## config.mk

```make
export PLATFORM = sky130hd
export DESIGN_NAME = laser_trip_detector
export DESIGN_NICKNAME = d
export VERILOG_FILES = /design/src/rtl/laser_trip_detector.sv
export SDC_FILE = /design/constraint.sdc
export NUM_CORES = 1
export LEC_CHECK = 0
export CAP_MARGIN = 20
export CORE_MARGIN = 2
export CORE_UTILIZATION = 60
export CTS_BUF_LIST = sky130_fd_sc_hd__clkbuf_4
export DETAILED_ROUTE_END_ITERATION = 8
export PLACE_DENSITY_LB_ADDON = 0.2
export SYNTH_ARGS = -nofsm -noshare
export SYNTH_HDL_FRONTEND = slang
export SYNTH_SLANG_ARGS = --single-unit
```

## constraint.sdc

```tcl
create_clock -name clock -period 9.6 [get_ports clock]
set_input_delay 1.92 -clock clock [delete_from_list [all_inputs] [get_ports clock]]
set_output_delay 1.92 -clock clock [all_outputs]
set_load 0.03 [all_outputs]
```

## src/rtl/laser_trip_detector.sv

```systemverilog
// Photodiode beam-break detector: calibrates a baseline after arming, then
// flags a latched trip on a debounced intensity drop with hysteresis.
module laser_trip_detector #(
  parameter int DATA_W       = 12,
  parameter int CAL_LOG2     = 4,
  parameter int DROP_MARGIN  = 400,
  parameter int HYST         = 100,
  parameter int DEBOUNCE     = 8,
  parameter int MIN_BASELINE = 600
) (
  input  logic              clock,
  input  logic              rst,
  input  logic              sample_valid,
  input  logic [DATA_W-1:0] sample_data,
  input  logic              arm,
  input  logic              clear,
  output logic              laser_triggered,
  output logic              calibrated,
  output logic              beam_fault,
  output logic [DATA_W-1:0] baseline
);

  localparam int ACC_W = DATA_W + CAL_LOG2;
  localparam int EXT_W = DATA_W + 1;
  localparam logic [EXT_W-1:0]    DROP_EXT = EXT_W'(DROP_MARGIN);
  localparam logic [EXT_W-1:0]    HYST_EXT = EXT_W'(HYST);
  localparam logic [DATA_W-1:0]   MIN_BASE = DATA_W'(MIN_BASELINE);
  localparam logic [7:0]          DEB      = 8'(DEBOUNCE);
  localparam logic [CAL_LOG2-1:0] CAL_LAST = '1;

  typedef enum logic [2:0] {
    S_IDLE,
    S_CALIBRATE,
    S_MONITOR,
    S_TRIPPED,
    S_FAULT
  } state_t;

  state_t              state_reg, state_next;
  logic [ACC_W-1:0]    acc_reg, acc_next;
  logic [CAL_LOG2-1:0] cal_cnt_reg, cal_cnt_next;
  logic [7:0]          dark_reg, dark_next;
  logic [DATA_W-1:0]   baseline_reg, baseline_next;
  logic                trig_reg, trig_next;
  logic                cal_reg, cal_next;
  logic                fault_reg, fault_next;

  logic [EXT_W-1:0]    base_ext, hi_ext;
  logic [DATA_W-1:0]   thr_lo, thr_hi;
  logic [ACC_W-1:0]    acc_sum;
  logic [DATA_W-1:0]   cal_mean;

  // Thresholds are computed one bit wider so both saturations are exact.
  always_comb begin
    base_ext = {1'b0, baseline_reg};
    thr_lo   = (base_ext < DROP_EXT) ? '0 : DATA_W'(base_ext - DROP_EXT);
    hi_ext   = {1'b0, thr_lo} + HYST_EXT;
    thr_hi   = hi_ext[DATA_W] ? '1 : hi_ext[DATA_W-1:0];
    acc_sum  = acc_reg + ACC_W'(sample_data);
    cal_mean = DATA_W'(acc_sum >> CAL_LOG2);
  end

  always_comb begin
    state_next    = state_reg;
    acc_next      = acc_reg;
    cal_cnt_next  = cal_cnt_reg;
    dark_next     = dark_reg;
    baseline_next = baseline_reg;

    if (!arm) begin
      state_next   = S_IDLE;
      acc_next     = '0;
      cal_cnt_next = '0;
      dark_next    = '0;
    end else begin
      case (state_reg)
        S_IDLE: begin
          state_next   = S_CALIBRATE;
          acc_next     = '0;
          cal_cnt_next = '0;
        end
        S_CALIBRATE: begin
          if (sample_valid) begin
            acc_next     = acc_sum;
            cal_cnt_next = cal_cnt_reg + 1'b1;
            if (cal_cnt_reg == CAL_LAST) begin
              baseline_next = cal_mean;
              dark_next     = '0;
              state_next    = (cal_mean < MIN_BASE) ? S_FAULT : S_MONITOR;
            end
          end
        end
        S_MONITOR: begin
          if (sample_valid) begin
            // Samples inside [thr_lo, thr_hi) leave the count untouched.
            if (sample_data < thr_lo) begin
              if (dark_reg < DEB) begin
                dark_next = dark_reg + 8'd1;
              end
              if (dark_next == DEB) begin
                state_next = S_TRIPPED;
              end
            end else if (sample_data >= thr_hi) begin
              dark_next = '0;
            end
          end
        end
        S_TRIPPED: begin
          if (clear) begin
            state_next = S_MONITOR;
            dark_next  = '0;
          end
        end
        S_FAULT: begin
          state_next = S_FAULT;
        end
        default: begin
          state_next = S_IDLE;
        end
      endcase
    end

    trig_next  = (state_next == S_TRIPPED);
    cal_next   = (state_next == S_MONITOR) || (state_next == S_TRIPPED);
    fault_next = (state_next == S_FAULT);
  end

  always_ff @(posedge clock or negedge rst) begin
    if (!rst) begin
      state_reg    <= S_IDLE;
      acc_reg      <= '0;
      cal_cnt_reg  <= '0;
      dark_reg     <= '0;
      baseline_reg <= '0;
      trig_reg     <= 1'b0;
      cal_reg      <= 1'b0;
      fault_reg    <= 1'b0;
    end else begin
      state_reg    <= state_next;
      acc_reg      <= acc_next;
      cal_cnt_reg  <= cal_cnt_next;
      dark_reg     <= dark_next;
      baseline_reg <= baseline_next;
      trig_reg     <= trig_next;
      cal_reg      <= cal_next;
      fault_reg    <= fault_next;
    end
  end

  assign laser_triggered = trig_reg;
  assign calibrated      = cal_reg;
  assign beam_fault      = fault_reg;
  assign baseline        = baseline_reg;

endmodule

```

### Word-level counts from Yosys, hierarchy flattened

Index checks and enable logic that the tools add are counted.

* output and inout port bits: 15
* logic and storage cells: 69
* flip-flop bits (word level): 46
* bits of input ports: 17

* magnitude comparators: 5
* muxes and demuxes: 30
* equality and inequality tests: 16
* $add $sub $neg: 5
* reduce and logical (&&, ||, !) cells: 5

Operators by type and width (count)
* $mux W8: 12
* $mux W16: 2
* $pmux W16 S2: 1
* $mux W12: 2
* $mux W3: 8
* $pmux W8 S3: 1
* $add A16 B12 Y16: 1
* $pmux W3 S5: 1
* $add A12 B7 Y13 const B: 1
* $eq A3 B2 Y1 const B: 4
* $ge A12 B12 Y1: 1
* $lt A12 B10 Y1 const B: 1
* $lt A12 B12 Y1: 1
* $lt A12 B9 Y1 const B: 1
* $ne A3 B3 Y1 const B: 4
* $sub A12 B9 Y12 const B: 1
* $add A8 B1 Y8 const B: 1
* $eq A8 B4 Y1 const B: 1
* $lt A8 B4 Y1 const B: 1
* $mux W4: 2
* $pmux W4 S2: 1
* $eq A3 B3 Y1 const B: 2
* $reduce_and A6 Y1: 1
* $add A4 B1 Y4 const B: 1
* other kinds (9): 9

### Depth between registers and ports, before layout

* word-level depth: 15
* depth in mapped cells: 19
* mapped depth without buffers: 18

### Least setup slack after synthesis

Ideal clock, no wire load.

* path type: input port to flip-flop
* start: input sample_data[0]
* end: register fault_reg, in the netlist beam_fault
* library setup time: 120 ps
* data arrival time: 4030 ps
* cell stages on the path: 11
* path buffers: 0
* setup slack: 5450 ps
* path through: ha_1 inv_1 fa_1 nand2b_1 a21oi_1 o21ai_1 o31ai_2 xor2_1 a211oi_1 o211a_1 a31o_2

* longest elaborated chain between the ends: 8
* elaborated cells on any way between the ends: 11

RTL lines
* from (decl): line 14 `input logic [DATA_W-1:0] sample_data,`
* $add A16 B12 Y16: line 59 `acc_sum = acc_reg + ACC_W'(sample_data);`
* $lt A12 B10 Y1: line 89 `state_next = (cal_mean < MIN_BASE) ? S_FAULT : S_MONITOR;`
* $mux W3: line 89
* $mux W3: line 86 `if (cal_cnt_reg == CAL_LAST) begin`
* $mux W3: line 83 `if (sample_valid) begin`
* $pmux W3 S5 *: line 76 `case (state_reg)`
* $mux W3 *: line 70 `if (!arm) begin`
* $eq A3 B3 Y1 *: line 125 `fault_next = (state_next == S_FAULT);`
* net fault_next: line 46 `logic fault_reg, fault_next;`
* to (signal assigned): line 146 `fault_reg <= fault_next;`
* to (decl): line 46

The timed path passes the listed nets; every way through them passes the cells marked *.
A chain may end at the register's enable or synchronous reset.

### Worst setup path after layout

* start: input sample_data[0]
* end: register state_reg[2]

* longest elaborated chain between the ends: 7
* elaborated cells on any way between the ends: 10

RTL lines
* $add A16 B12 Y16: line 59
* $lt A12 B10 Y1: line 89
* $mux W3: line 89
* $mux W3: line 86
* $mux W3: line 83
* $pmux W3 S5 *: line 76
* $mux W3 *: line 70
* net state_next[2]: line 39 `state_t state_reg, state_next;`
* to (signal assigned): line 139 `state_reg <= state_next;`
* to (decl): line 39

Marks and branches as above.

==> metrics.md <==
| Metric | Value |
|---|---|
| Maximum clock path buffer count | `2` |
| Number of flops mapped to enable cells by yosys | `0` |
| Unrepaired setup endpoints after global routing | `false` |
| Startpoint Class | `input port` |
| Resize count post-CTS | `0` |
| Drt total wl | `between 8 and 9 mm` |
| Logic pwr share | `18.5%` |
| Sequential share of power | `55.5%` |
| Worst relative slew slack | `43.6%` |
| Clk slew on worst S/H paths | `140 ps` |
| Syn_nets | `approximately 450` |
| Initial Utilization | `62.8%` |
| Synth area leader | `dfrtp_1` |
| First DRT Iteration DRCs | `~250` |
| DP Wirelength | `6.29 mm` |
| Peak supply drop | `0.0960 mV` |
| Final-report hold violation count | `0` |
| Ys async rst share | `between 90% and 100%` |
| Clock Root Buffer | `clkbuf_4` |
| Largest register FFs | `16` |
| # DRC | `0` |
| H-tree level count | `2` |
| WHS | `511 ps` |
| 1st-pass router iterations | `5` |
| Area contributors post-synth | `dfrtp_1, ha_1, o21ai_0` |
| Pin count of the biggest net entering global routing | `47` |
| Vias | `3,018` |
| Vias in the first global route | `2,861` |
| Slew Limit Fails | `0` |
| Critical path class | `in -> reg` |
| Yosys cell types | `65` |
| Routed len/inst | `16.6 um` |
| DIE WIDTH | `80.1 um` |
| Most common flop cell mapped by yosys | `dfrtp_1` |
| Sw Share | `about 30%` |
| Max cap viols | `0` |
| Clk_lat worst skew | `roughly 380 ps` |
| Number of I/O pins | `32` |
| CTS Sinks | `46` |
| Worst path arrival time | `4930 ps` |
| Post-place setup slack | `4590 ps` |
| GRT Total Usage | `27.0%` |
| Final min period | `4660 ps` |
| Die Area | `6420 um^2` |
| Core area | `approximately 5500 um^2` |
| CP required | `9870 ps` |
| Outcome | `finished, final reports clean` |
| GP Congestion | `0.868` |
| Final setup vio count | `0` |
| Layout Nets | `475` |
| Period utilization | `48.5%` |
| Area growth, synth to finish | `12.1%` |
| Yosys top cell area share | `33.1%` |
| Grt ovf | `0` |
| First-pass GRT wire length | `13.5 mm` |
| Cells after Synth | `388` |
| Cell Area, Synth | `around 3500 um^2` |
| Warnings from Yosys | `0` |
| Routed Antenna Nets | `0` |
| Seq cells post-synth | `46` |
| Num CTS Buffers | `5` |
| Hold Buf Count CTS | `0` |
| Slew @ Worst Pin | `847 ps` |
| Fin cells | `~500` |
| Worst Setup End Kind | `flip-flop` |
| Via-to-Cell Ratio | `6.15` |
| Fmax | `215 MHz` |
| Pwr/cell area | `91.9 nW/um^2` |
| Clock share of power | `about a quarter` |
| Final WS setup | `4940 ps` |
| Number of diodes | `0` |
| Hold Path Class | `reg -> reg` |
| Die Y-Extent | `80.1 um` |
| Setup TNS | `0 ps` |
| P_leak | `1.79 nW` |
| Sw Pwr | `106 uW` |
| Ratio of cells with drive above 1 in the final layout | `around 6.7%` |
| Worst Path Max Fanout | `4` |
| Fin Clk Skew | `22.5 ps` |
| Initial antenna violation count | `0` |
| Average cell area after synthesis | `approximately 9.0 um^2` |
| Placed instance count | `482` |
| Port bufs | `31` |
| Post-CTS Setup Bufs | `0` |
| Post-synthesis sequential area ratio | `33.1%` |
| Core Rows | `27` |
| Cell Int Power | `around 250 uW` |
| CTS tree | `done` |
worst max-delay path, stage by stage:
cell and delay [ps]:
clkdlybuf4s50_1 510, ha_1 210, inv_1 60, fa_1 400, nand2b_1 210, a21oi_1 260, o21ai_1 180, o31ai_2 370
xor2_1 260, a211oi_1 80, o211a_1 260, a31o_2 210
layout make-up:
cell class              instances  area (um^2)
multi-input cells             315         2210
fillers                       440         1640
flip-flops and latches         46         1150
repair buffers                 32          325
well taps                      72         90.1
inverters                      18         67.6
clock buffers                   5         37.5
clock inverters                 3         21.3
cells by family (layout without fill, tap and decap cells):
logic type               count (synthesis)  count (layout)  synth area share, %
AO/OA/AOI/OAI                          122             122                 23.9
XOR/XNOR                                21              21                 5.29
adder cells (fa/ha/maj)                 40              40                 14.6
buffers and inverters                   27              58                 3.45
flip-flops                              46              46                 33.1
multiplexers                             2               2                0.576
AND/OR/NAND/NOR                        130             130                 19.1
cell usage after synthesis, types with 3 or more instances:
master / count
nand2_1: 52
dfrtp_1: 46
o21ai_0: 43
ha_1: 39
nor2_1: 21
a21oi_1: 20
inv_1: 18
xnor2_1: 12
nand3_1: 9
xor2_1: 9
a21o_1: 8
a22o_1: 8
a211oi_1: 7
clkbuf_1: 6
nand2b_1: 6
o21a_1: 6
nor3_1: 5
and3_1: 4
a31o_2: 3
and2_2: 3
and2b_2: 3
and4_1: 3
nand3b_1: 3
o21ai_1: 3
metal layers:
layer	wire length (um)	vias to the layer above	track usage, %
li1	-	1477	-
met1	3860	1437	38.3
met2	3770	88	42.3
met3	366	16	4.27
met4	142	0	8.64
met5	0	-	0
final timing paths:
path	startpoint	end	slack, ps	cells after the start
worst max-delay path	sample_data[0]	state_reg[2]$_DFF_PN0_	4940	12
worst min-delay path	acc_reg[3]$_DFFE_PN0P_	acc_reg[3]$_DFFE_PN0P_	510	2
worst min register to register	acc_reg[3]$_DFFE_PN0P_	acc_reg[3]$_DFFE_PN0P_	510	2
max in group asynchronous	rst	acc_reg[0]$_DFFE_PN0P_	7820	2
worst max register to register	baseline[4]$_DFFE_PN0P_	dark_reg[0]$_DFFE_PN0P_	5140	17
min in group asynchronous	rst	dark_reg[1]$_DFFE_PN0P_	1320	1
power by group through the flow:
| stage | clock network [mW] | logic [mW] | registers [mW] |
|---|---|---|---|
| after global placement | 0 | 0.0621 | 0.202 |
| after CTS | 0.0946 | 0.0645 | 0.199 |
| after floorplan | 0 | 0.0413 | 0.202 |
| after detailed placement | 0 | 0.0642 | 0.203 |
| after global routing | 0.103 | 0.0741 | 0.199 |
| final | 0.0935 | 0.0662 | 0.199 |
placed cells by master, fill, tap and decap left out, types with 3 or more instances in the layout:
cell             instances
and2b_2                  3
o21a_1                   6
nand3b_1                 3
inv_1                   18
clkdlybuf4s50_1         30
nor2_1                  21
and3_1                   4
ha_1                    39
clkbuf_4                 5
a22o_1                   8
a21o_1                   8
nor3_1                   5
a21oi_1                 20
nand3_1                  9
o21ai_0                 43
o21ai_1                  3
dfrtp_1                 46
xor2_1                   9
and2_2                   3
nand2b_1                 6
and4_1                   3
xnor2_1                 12
a31o_2                   3
nand2_1                 52
a211oi_1                 7
metrics by stage:
stage	area (um^2)	util [%]	power (mW)
global placement	3820	69.0	0.264
CTS	3880	70.0	0.358
floorplan	3480	-	0.243
global route	3900	70.4	0.376
finish	3900	70.4	0.359
detailed placement	3820	69.0	0.267
No activity file was read; power rests on OpenSTA's default activity.
==> RTL edit 1: new RTL, same settings <==
`DATA_W`: 12 -> 24.
--- a/src/rtl/laser_trip_detector.sv
+++ b/src/rtl/laser_trip_detector.sv
@@ -1,7 +1,7 @@
 // Photodiode beam-break detector: calibrates a baseline after arming, then
 // flags a latched trip on a debounced intensity drop with hysteresis.
 module laser_trip_detector #(
-  parameter int DATA_W       = 12,
+  parameter int DATA_W       = 24,
   parameter int CAL_LOG2     = 4,
   parameter int DROP_MARGIN  = 400,
   parameter int HYST         = 100,
Ports: changed (resized baseline and sample_data); port bits go from 32 to 56. No check against the original RTL was run, so the function may have changed too.
==> RTL edit 1 against the original RTL <==
Cell area rose by 80%. Setup slack got worse by 1.3 ns. Wire length rose by 110%. Area after synthesis rose by 79%. Total power rose by 85%. Sequential share of layout area fell by 4.5 points. Sequential power rose by 53%. Sequential cell count rose by 24. Critical endpoint is now dark_reg[7]$_DFFE_PN0P_.
==> RTL edit 1: results (changes against the original RTL) <==
Synthesis
  – Sequential cell area fraction in the yosys report: 0.282 (was 0.331)
  – Main synth FF type: dfrtp_1 (unchanged)
  – Area contributors post-synth: dfrtp_1, ha_1, xnor2_1 (was dfrtp_1, ha_1, o21ai_0)
  – Synth cell count leaders: nand2_1, ha_1, dfrtp_1 (was nand2_1, dfrtp_1, o21ai_0)
  – Ys async rst share: 1.00 (unchanged)
  – Synthesis Warnings: 0 (unchanged)
  – Mapped Cells: 710 (was 388)
  – Post-synth cell types: 73 (was 65)
  – Syn nets: 815 (was 445)

Worst setup path
  – CP delay by family, top: simple AND/OR/NAND/NOR gates (was compound AO/OA/AOI/OAI gates)
  – Reg2Reg Setup Slack: 3.69 ns (was 5.14 ns)
  – Worst path max stage delay: around 0.52 ns
  – Slowest cell on crit path: o2111ai_1 (was clkdlybuf4s50_1)
  – Worst path arrival time: 6.29 ns (was 4.93 ns)
  – Worst r2r src: baseline[4]$_DFFE_PN0P_ (unchanged)
  – FF-to-FF path depth: 22 (was 17)
  – Kind of critical path: flip-flop to flip-flop (was primary input to flip-flop)
  – Crit Path Max Fanout: 20 (was 4)
  – Crit path capture: dark_reg[7]$_DFFE_PN0P_ (was state_reg[2]$_DFF_PN0_)

Cells and area
  – N_diodes: 0 (unchanged)
  – Nets: 864 (was 475)
  – Largest register FFs: 28 (was 16)
  – Ratio of cells with drive above 1 in the final layout: 0.0720 (was 0.0668)

Outcome
  – Outcome: complete, no violations (unchanged)

GRT
  – Number of global-route vias before repair: 5669 (was 2861)
  – Largest net degree at the start of global routing: 71 (was 47)
  – Initial antenna violation count: 0 (unchanged)
  – First-pass GRT wire length: 28600 µm (was 13500 µm)
  – Tot GR Track Use: 0.321 (was 0.270)

Drt
  – Vias per cell: 6.37 (was 6.15)
  – First-pass DRT Iterations: 5 (unchanged)
  – Routed wire length per instance: 18.8 µm (was 16.6 µm)
  – First-iteration detailed-routing DRC count: 353 (was 248)
  – Drt total wl: 16900 µm (was 8150 µm)

Timing
  – F_max: 169 MHz (was 215 MHz)
  – Worst slew pin tran: 0.942 ns (was 0.847 ns)
  – Setup Skew: 0.0177 ns (was 0.0225 ns)
  – Setup_tns: 0 ns (unchanged)

Power and ir drop
  – VDD IR max: 75.7 µV (was 96.0 µV)
  – Leakage Power: 3.16 nW (was 1.79 nW)

Placed design
  – Detailed Place HPWL: 12900 µm (was 6290 µm)
  – Placed cell count: 884 (was 482)
  – Placed inst area: 6860 µm² (was 3820 µm²)
  – GPL Wtd Cong: 0.966 (was 0.868)
  – Buffers on Ports: 55 (was 31)
  – Pre-CTS setup slack: 3.81 ns (was 4.59 ns)

CTS
  – CTS Buf Count: 9 (was 5)
  – Clock latency on the worst-skew pair: 0.46 ns (was 0.38 ns)
  – # Post-CTS Setup Buffers: 0 (unchanged)
  – Max Root-Sink Buffers: 2 (unchanged)
  – Htree depth: 3 (was 2)
  – Clock root buffer: clkbuf_4 (unchanged)
  – Clk pin slew, worst setup/hold paths: 0.14 ns (about the same)
  – Post-CTS sizing: 0 (unchanged)

Worst hold path
  – Worst hold path class: flip-flop to flip-flop (unchanged)
RTL edit 1: how the worst min path moves through the flow:
stage,to,start,slack (ns),cells after the start
finish,acc_reg[19]$_DFFE_PN0P_,acc_reg[19]$_DFFE_PN0P_,0.50,2
global route,acc_reg[23]$_DFFE_PN0P_,acc_reg[23]$_DFFE_PN0P_,0.52,2
CTS,acc_reg[19]$_DFFE_PN0P_,acc_reg[19]$_DFFE_PN0P_,0.50,2
detailed placement,acc_reg[19]$_DFFE_PN0P_,acc_reg[19]$_DFFE_PN0P_,0.47,2
global placement,acc_reg[18]$_DFFE_PN0P_,acc_reg[18]$_DFFE_PN0P_,0.47,2
floorplan,acc_reg[2]$_DFFE_PN0P_,acc_reg[2]$_DFFE_PN0P_,0.45,2
RTL edit 1: cell families after synthesis:
family                     Yosys count  share of synthesized area
xor gates and xnor gates            53                     0.0758
adders and majority gates           76                      0.154
DFF                                 70                      0.282
buffers and inverters               44                     0.0314
and+or+nand+nor                    246                      0.196
AOI/OAI and AO/OA                  201                      0.226
muxes                               20                     0.0350
RTL edit 1: power by group:
group | switching [mW] | internal [mW] | leakage [nW]
logic | 0.0898 | 0.0597 | 2.11
clock network | 0.123 | 0.0857 | 0.0735
registers | 0.00426 | 0.300 | 0.968
total | 0.217 | 0.445 | 3.16
RTL edit 1: per-layer routing:
layer,global-route usage,vias up,part of all wire,wire length (µm)
li1,-,2736,-,-
met1,0.421,2784,0.44,7460
met2,0.534,182,0.48,8070
met3,0.0600,32,0.060,1020
met4,0.109,0,0.021,352
met5,0,-,0,0
RTL edit 1: final cells by class:
type | instances | area, µm²
timing repair buffer | 60 | 583
clock inverter | 5 | 58.8
inverter | 22 | 82.6
tap | 136 | 170
fill | 844 | 3180
clock buffer | 11 | 82.6
multi-input combinational | 596 | 4280
sequential | 70 | 1750
RTL edit 1: worst reg2reg max path: cells and delay by family, from the launching register on:
family,cells,cell delay [ns]
muxes,1,0.17
DFF,1,0.47
adders and majority gates,3,0.75
buffers and inverters,2,0.37
AOI/OAI and AO/OA,6,2.02
and+or+nand+nor,10,2.08
==> RTL edit 2: new RTL, same flow settings <==
Without the edit above. Register the output `baseline` once more, without a reset; this adds one clock of latency there. The other outputs are not delayed to match.
--- a/src/rtl/laser_trip_detector.sv
+++ b/src/rtl/laser_trip_detector.sv
@@ -150,7 +150,9 @@
   assign laser_triggered = trig_reg;
   assign calibrated      = cal_reg;
   assign beam_fault      = fault_reg;
-  assign baseline        = baseline_reg;
+  always_ff @(posedge clock) begin
+    baseline <= baseline_reg;
+  end
 
 endmodule
 
Function: no difference found for any inputs over 10 cycles, from zero or initial values and one cycle with rst low; that may be too few to reach the edited logic, so the function may still have changed.
==> RTL edit 2 against the original RTL <==
First-iteration DRC count is 7.3% lower. Via count is 7.5% higher. Wire length is 9.7% higher. Area after synthesis is 12% higher. Sequential cell count is 12 higher. Utilization is 0.83 points lower. Total power is 48% higher. Cell area is 13% higher. Largest power group unchanged. Setup slack better by 0.31 ns.
==> RTL edit 2: results (changes against the original RTL) <==
Synthesis
  – Synth cell count leaders: nand2_1, dfrtp_1, ha_1 (was nand2_1, dfrtp_1, o21ai_0)
  – Synth Area in Adders: 0.131 (was 0.146)
  – Area contributors post-synth: dfrtp_1, ha_1, dfxtp_1 (was dfrtp_1, ha_1, o21ai_0)
  – Post-synth cell types: 77 (was 65)
  – Post-synthesis mux area share: 0.00837 (was 0.00576)
  – Sequential cell area fraction in the yosys report: 0.358 (was 0.331)
  – Syn nets: 475 (was 445)
  – Compound-Gate Fraction of Synth Area: 0.244 (was 0.239)
  – XOR/XNOR Fraction of Synth Area: 0.0489 (was 0.0529)

Worst setup path
  – FF-to-FF path depth: 18 (was 17)
  – Worst path arrival time: 4.64 ns (was 4.93 ns)
  – Worst path max stage delay: 0.53 ns (was 0.51 ns)
  – Reg2Reg Setup Slack: 5.68 ns (was 5.14 ns)
  – Worst flop-to-flop path endpoint: dark_reg[1]$_DFFE_PN0P_ (was dark_reg[0]$_DFFE_PN0P_)
  – Worst r2r src: baseline_reg[4]$_DFFE_PN0P_ (was baseline[4]$_DFFE_PN0P_)

Worst hold path
  – Hold path start: baseline_reg[0]$_DFFE_PN0P_ (was acc_reg[3]$_DFFE_PN0P_)
  – Hold Path Stages: 0 (was 2)
  – Hold EP: baseline[0]$_DFF_P_ (was acc_reg[3]$_DFFE_PN0P_)

GRT
  – M3 GR Usage: 0.0541 (was 0.0427)
  – GR Util met1: 0.378 (was 0.383)
  – Tot GR Track Use: 0.266 (was 0.270)
  – Number of global-route vias before repair: 3136 (was 2861)

CTS
  – Clock latency on the worst-skew pair: 0.41 ns (was 0.38 ns)
  – Clk pin slew, worst setup/hold paths: 0.10 ns (was 0.14 ns)
  – Htree depth: 3 (was 2)
  – CTS Buf Count: 9 (was 5)

Drt
  – Drt total wl: 8940 µm (was 8150 µm)
  – Vias per cell: 6.11 (was 6.15)
  – First-iteration detailed-routing DRC count: 230 (was 248)

Timing
  – Setup Skew: 0.0136 ns (was 0.0225 ns)
  – Worst slew pin tran: 0.874 ns (was 0.847 ns)
  – Fin crit period: 4.35 ns (was 4.66 ns)

Outcome
  – Outcome: complete, no violations (unchanged)

Placed design
  – Detailed Place HPWL: 6660 µm (was 6290 µm)
  – Buffers on Ports: 31 (unchanged)
  – GPL Wtd Cong: 0.880 (was 0.868)

Cells and area
  – Largest register FFs: 24 (was 16)
  – Ratio of cells with drive above 1 in the final layout: 0.104 (was 0.0668)

Power and ir drop
  – Leakage Power: 1.97 nW (was 1.79 nW)
  – VDD IR max: 125 µV (was 96.0 µV)
## RTL edit 2: cell types whose count changed after synthesis, sizes merged, moves of 4 or more
cell / delta
o21ai: -18
a21boi: +6
dfxtp: +12
a31oi: +9
or3: +4
a21oi: +8
nor2b: +4
a22o: +4
## RTL edit 2: routing by layer
layer | part of all wire | wire length (µm)
met5 | 0 | 0
met4 | 0.0090 | 80
met3 | 0.044 | 394
met2 | 0.46 | 4110
met1 | 0.49 | 4350
## RTL edit 2: cells by family after synthesis
group                    Yosys count
flip-flops                        58
adder cells (fa/ha/maj)           40
XOR/XNOR                          20
AND/OR/NAND/NOR                  136
multiplexers                       3
AO/OA/AOI/OAI                    131
buffers and inverters             30
## RTL edit 2: where the power goes
| group | leakage (nW) | internal (mW) | switching, mW |
|---|---|---|---|
| clock network | 0.0835 | 0.105 | 0.101 |
| logic | 1.16 | 0.0311 | 0.0433 |
| registers | 0.733 | 0.246 | 0.00243 |
| total | 1.97 | 0.382 | 0.147 |
## RTL edit 2: stage by stage
step	std cells	util
2_1_floorplan	418	-
3_3_place_gp	515	0.670
3_5_place_dp	515	0.670
4_1_cts	531	0.696
5_1_grt	531	0.696
6_report	531	0.696
## RTL edit 2: area by class of cell
| cell class | instances | area (µm²) |
|---|---|---|
| clock buffers | 9 | 67.6 |
| well taps | 77 | 96.3 |
| inverters | 17 | 63.8 |
| repair buffers | 33 | 320 |
| flip-flops and latches | 58 | 1390 |
| multi-input cells | 330 | 2360 |
| fillers | 501 | 1920 |
| clock inverters | 7 | 93.8 |
